### config.mk
export PLATFORM = sky130hd
export DESIGN_NAME = mem_if_arbiter
export DESIGN_NICKNAME = d
export VERILOG_FILES = /design/src/rtl/mem_if_arbiter.sv
export SDC_FILE = /design/constraint.sdc
export NUM_CORES = 1
export LEC_CHECK = 0
export CORE_AREA = 2 2 241 243
export CTS_BUF_LIST = sky130_fd_sc_hd__clkbuf_2 sky130_fd_sc_hd__clkbuf_4 sky130_fd_sc_hd__clkbuf_8
export CTS_CLUSTER_DIAMETER = 50
export DETAILED_ROUTE_END_ITERATION = 10
export DIE_AREA = 0 0 243 245
export PLACE_DENSITY_LB_ADDON = 0.05
export RECOVER_POWER = 50
export SYNTH_ARGS = -nofsm -noshare
export SYNTH_HDL_FRONTEND = slang
export SYNTH_SLANG_ARGS = --single-unit
### constraint.sdc
create_clock -name f_clk -period 1.83 [get_ports f_clk]
set_clock_uncertainty 0.15 [all_clocks]
set_input_delay 0.366 -clock f_clk [delete_from_list [all_inputs] [get_ports f_clk]]
set_output_delay 0.366 -clock f_clk [all_outputs]
set_load 0.005 [all_outputs]
### src/rtl/mem_if_arbiter.sv
// Two-into-one arbiter sharing the core memory bus between imem (fetch) and dmem (load/store).
// Define MEM_ARB_ROUND_ROBIN_EN for alternating grants under contention; default is dmem priority.
module mem_if_arbiter #(
   parameter int ADDR_W = 64,
   parameter int DATA_W = 64,
   parameter int STRB_W = DATA_W / 8
) (
   input  logic              f_clk,
   input  logic              g_resetn,

   input  logic              imem_req_i,
   input  logic [ADDR_W-1:0] imem_addr_i,
   input  logic              imem_wen_i,
   input  logic [STRB_W-1:0] imem_strb_i,
   input  logic [DATA_W-1:0] imem_wdata_i,
   output logic              imem_gnt_o,
   output logic              imem_err_o,
   output logic [DATA_W-1:0] imem_rdata_o,

   input  logic              dmem_req_i,
   input  logic [ADDR_W-1:0] dmem_addr_i,
   input  logic              dmem_wen_i,
   input  logic [STRB_W-1:0] dmem_strb_i,
   input  logic [DATA_W-1:0] dmem_wdata_i,
   output logic              dmem_gnt_o,
   output logic              dmem_err_o,
   output logic [DATA_W-1:0] dmem_rdata_o,

   output logic              mem_req_o,
   output logic [ADDR_W-1:0] mem_addr_o,
   output logic              mem_wen_o,
   output logic [STRB_W-1:0] mem_strb_o,
   output logic [DATA_W-1:0] mem_wdata_o,
   input  logic              mem_gnt_i,
   input  logic              mem_err_i,
   input  logic [DATA_W-1:0] mem_rdata_i
);

   typedef enum logic [1:0] {
      IDLE   = 2'd0,
      HOLD_I = 2'd1,
      HOLD_D = 2'd2
   } state_t;

   localparam logic OWN_I = 1'b0;
   localparam logic OWN_D = 1'b1;

   state_t state_q, state_d;
   logic   rsp_valid_q, rsp_valid_d;
   logic   rsp_owner_q, rsp_owner_d;
   logic   last_grant_q, last_grant_d;

   logic   sel_s;
   logic   req_s;
   logic   gnt_s;
   logic   contend_pick_s;

`ifdef MEM_ARB_ROUND_ROBIN_EN
   assign contend_pick_s = ~last_grant_q;
`else
   assign contend_pick_s = OWN_D;
`endif

   // Owner selection, downstream request and next state
   always_comb begin
      state_d = state_q;
      sel_s   = OWN_I;
      req_s   = 1'b0;
      case (state_q)
         IDLE: begin
            if (imem_req_i && dmem_req_i) begin
               sel_s = contend_pick_s;
            end else if (dmem_req_i) begin
               sel_s = OWN_D;
            end else begin
               sel_s = OWN_I;
            end
            req_s = imem_req_i | dmem_req_i;
            // An unaccepted request locks the bus to its owner until mem_gnt.
            if (req_s && !mem_gnt_i) begin
               state_d = (sel_s == OWN_D) ? HOLD_D : HOLD_I;
            end else begin
               state_d = IDLE;
            end
         end
         HOLD_I: begin
            sel_s   = OWN_I;
            req_s   = imem_req_i;
            state_d = mem_gnt_i ? IDLE : HOLD_I;
         end
         HOLD_D: begin
            sel_s   = OWN_D;
            req_s   = dmem_req_i;
            state_d = mem_gnt_i ? IDLE : HOLD_D;
         end
         default: begin
            sel_s   = OWN_I;
            req_s   = 1'b0;
            state_d = IDLE;
         end
      endcase
   end

   assign mem_req_o   = req_s & g_resetn;
   assign mem_addr_o  = (sel_s == OWN_D) ? dmem_addr_i  : imem_addr_i;
   assign mem_wen_o   = (sel_s == OWN_D) ? dmem_wen_i   : imem_wen_i;
   assign mem_strb_o  = (sel_s == OWN_D) ? dmem_strb_i  : imem_strb_i;
   assign mem_wdata_o = (sel_s == OWN_D) ? dmem_wdata_i : imem_wdata_i;

   assign gnt_s      = mem_gnt_i & mem_req_o;
   assign imem_gnt_o = gnt_s & (sel_s == OWN_I);
   assign dmem_gnt_o = gnt_s & (sel_s == OWN_D);

   // Response bookkeeping: remember who owns the transaction answered next cycle
   always_comb begin
      rsp_valid_d  = gnt_s;
      rsp_owner_d  = rsp_owner_q;
      last_grant_d = last_grant_q;
      if (gnt_s) begin
         rsp_owner_d  = sel_s;
         last_grant_d = sel_s;
      end else begin
         rsp_owner_d  = rsp_owner_q;
         last_grant_d = last_grant_q;
      end
   end

   assign imem_err_o   = mem_err_i & rsp_valid_q & (rsp_owner_q == OWN_I) & g_resetn;
   assign dmem_err_o   = mem_err_i & rsp_valid_q & (rsp_owner_q == OWN_D) & g_resetn;
   assign imem_rdata_o = mem_rdata_i;
   assign dmem_rdata_o = mem_rdata_i;

   // State and response-tracking registers with synchronous reset
   always_ff @(posedge f_clk) begin
      if (!g_resetn) begin
         state_q      <= IDLE;
         rsp_valid_q  <= 1'b0;
         rsp_owner_q  <= OWN_I;
         last_grant_q <= OWN_I;
      end else begin
         state_q      <= state_d;
         rsp_valid_q  <= rsp_valid_d;
         rsp_owner_q  <= rsp_owner_d;
         last_grant_q <= last_grant_d;
      end
   end

endmodule

==> results_dict.tcl <==
set metrics [dict create \
    wl_mm 21.66 \
    rows 88 \
    power.share.combinational_pct 89.7 \
    setup_tns_ns -48.90 \
    ys_types 21 \
    grt_max_degree 15 \
    synth.avg_cell_area_um2 11.26 \
    p_leak_nw 3.778 \
    synth_top_area_cell "mux2_4" \
    slew_headroom_pct 87.18 \
    drtAntennaViolNets 0 \
    ys.flop_type "dfxtp_1" \
    wire_per_inst_um 14.91 \
    critPathMaxStageDelay_ns 0.31 \
    place_ws_ns -1.025 \
    worst-path-max-fanout 4 \
    cts_buffer_depth 2 \
    start_kind "flop" \
    fin_util_pct 15.33 \
    htree_levels 1 \
    first_pass_iters 4 \
    synth-seq-area-share_pct 2.346 \
    worst_slew_pin_slew_ns 0.1922 \
    required_ns 1.31 \
    die_x_um 243 \
    drive_gt1_share_pct 56.91 \
    pwr-share-clk_pct 6.7 \
    p_per_area_nw_per_um2 311.3 \
    syn_inst 303 \
    route.detailed.drc 0 \
    grt_pass1_vias 4086 \
    cp.depth 8 \
    fin_ws_ns -0.4770 \
    endpoint_kind "primary output" \
    reg2reg_from "state_q[0]$_SDFF_PN0_" \
    synth_commonest_cells "buf_4, mux2_4, mux2_2" \
    worstReg2RegEnd "state_q[1]$_SDFF_PN0_" \
    hold_end "rsp_owner_q$_SDFFE_PN0P_" \
    clock_latency_ns 0.21 \
    syn-num-nets 647 \
    ff2ff_path_depth 6 \
    overflow 0 \
    drv_cap 0 \
    sw_frac_of_total_pct 26.34 \
    hold_class "flop to flop" \
    io_buffers 421 \
    synthToLayoutAreaGrowth_pct 156.2 \
    hpwl_mm 18.35 \
    min_period_over_period_pct 126.1 \
    start_util_pct 5.985 \
    switching_power_mw 0.7172 \
    violations "negative setup slack" \
    io_pins 614 \
    die_y_um 245 \
    max_freq_ghz 0.4335 \
    holdPathStages 2 \
    die-area_um2 59540 \
    finalCriticalPeriod_ns 2.307 \
    netlist_area_um2 3413 \
    cts_buffers 3 \
    synth_area_leaders "mux2_4, buf_4, buf_12, mux2_2, dfxtp_1" \
    cts.sinks 4 \
    place_congestion 0.7281 \
    worstPathCellList "o21bai_4, buf_12, buf_16, buf_12, buf_6, clkbuf_16, mux2_4, buf_6" \
    hold_viol_final 0 \
    peakVddDrop_uv 105.3 \
    nets 1033 \
    finalSetupViolCount 137 \
    route.vias.total 3714 \
    seq_power_share_pct 3.5 \
    slew_violations 0 \
    fillers 6492 \
    critPathKind "flop to primary output" \
    outcome "finished, violations left" \
    drt_iter0_drc 48 \
    hold_slack_ns 0.3462 \
    min-delay-start "rsp_owner_q$_SDFFE_PN0P_" \
    p_int_mw 2.006 \
    ys_ff_latch 4 \
    cts_tree "done" \
    path_clk_slew_ns 0.03 \
    rsz0062_at_grt "true" \
    power_mw 2.723 \
    async_flop_share_pct 0 \
    r2r_slack_ns 0.41 \
    track_usage_pct 6.500 \
    synth_most_common_cell "buf_4" \
    grt_pass1_wl_mm 28.55 \
    cp.arrival_ns 1.79 \
    avgViaCountPerCell 2.556 \
    synth-edff-count 0 \
    grt_antenna_before_repair 3 \
    crit_family "buffers and inverters" \
    ys_warn_count 0 \
    yosysTopAreaCellShare_pct 52.35 \
    core-area_um2 57030 \
    crit_slowest_cell "dfxtp_2" \
    path_buf_inv 6 \
    cts_root_buf "clkbuf_8" \
]
## through the flow
step,instance area [um^2],cells
3_3_place_gp,7697,1379
5_1_grt,8743,1452
3_5_place_dp,7697,1379
2_1_floorplan,3413,303
6_report,8746,1453
4_1_cts,8437,1428
## layout by cell type, fill, tap and decap left out, types with 2 or more instances in the layout
cell type	Yosys	layout
mux2_4	119	130
buf_4	128	21
buf_2	1	10
nor2_1	3	2
clkbuf_16	0	5
clkbuf_2	0	35
dfxtp_2	0	2
buf_12	11	13
clkdlybuf4s15_1	0	5
clkbuf_8	0	3
buf_6	3	139
mux2_2	18	7
nor3b_1	3	2
buf_16	0	3
buf_8	0	15
dfxtp_1	4	2
clkdlybuf4s50_1	0	275
## how the worst max path moves through the flow
stage / from / to
floorplan: dmem_req_i / mem_addr_o[14]
global placement: dmem_req_i / mem_addr_o[61]
detailed placement: dmem_req_i / mem_wdata_o[6]
CTS: state_q[1]$_SDFF_PN0_ / mem_wdata_o[17]
global route: state_q[0]$_SDFF_PN0_ / mem_wdata_o[35]
finish: state_q[0]$_SDFF_PN0_ / mem_wdata_o[16]
## kinds of logic after synthesis
family | share of synthesized area [%]
buffers and inverters | 35.85
flip-flops | 2.346
multiplexers | 58.28
AND/OR/NAND/NOR | 2.200
AO/OA/AOI/OAI | 1.320
## worst min-delay path: cells and delay by family (launching register included)
family / cells / cell delay [ns]
DFF: 1 / 0.31
AOI/OAI and AO/OA: 1 / 0.07
and+or+nand+nor: 1 / 0.06
## layer usage
| metal | wire length, um | global-route usage, % |
|---|---|---|
| met5 | 26 | 0 |
| met4 | 48 | 0.5233 |
| met3 | 3624 | 4.909 |
| met2 | 10950 | 11.75 |
| met1 | 7016 | 6.049 |
## power groups by stage
stage	combinational (mW)	sequential [mW]	clock, mW
finish	2.44	0.0962	0.184
CTS	2.35	0.0963	0.190
detailed placement	2.07	0.0973	0
global placement	2.09	0.0974	0
floorplan	0.979	0.0965	0
global route	2.61	0.0971	0.196
## what timing repair did
| item | 4_1_cts | 5_1_grt |
|---|---|---|
| resized for setup | 503 | 212 |
| pin swaps | 4 | 2 |
| cloned | 4 | 5 |
| setup endpoints to repair | 142 | 141 |
| hold buffers | 0 | 0 |
| buffers inserted | 44 | 32 |
## cell type report
class	instances	area, um^2	area share [%]
repair buffers	524	5477	62.62
inverters	1	3.754	0.04292
flip-flops and latches	4	82.58	0.9442
well taps	765	957.2	10.94
clock buffers	3	41.29	0.4721
diodes	1	2.502	0.02861
multi-input cells	155	2182	24.95
## sequential cells by signal, summed over array words and instances (netlist names)
name	flops
rsp_valid_q	1
state_q	2
rsp_owner_q	1
No activity file was read; power rests on OpenSTA's default activity.
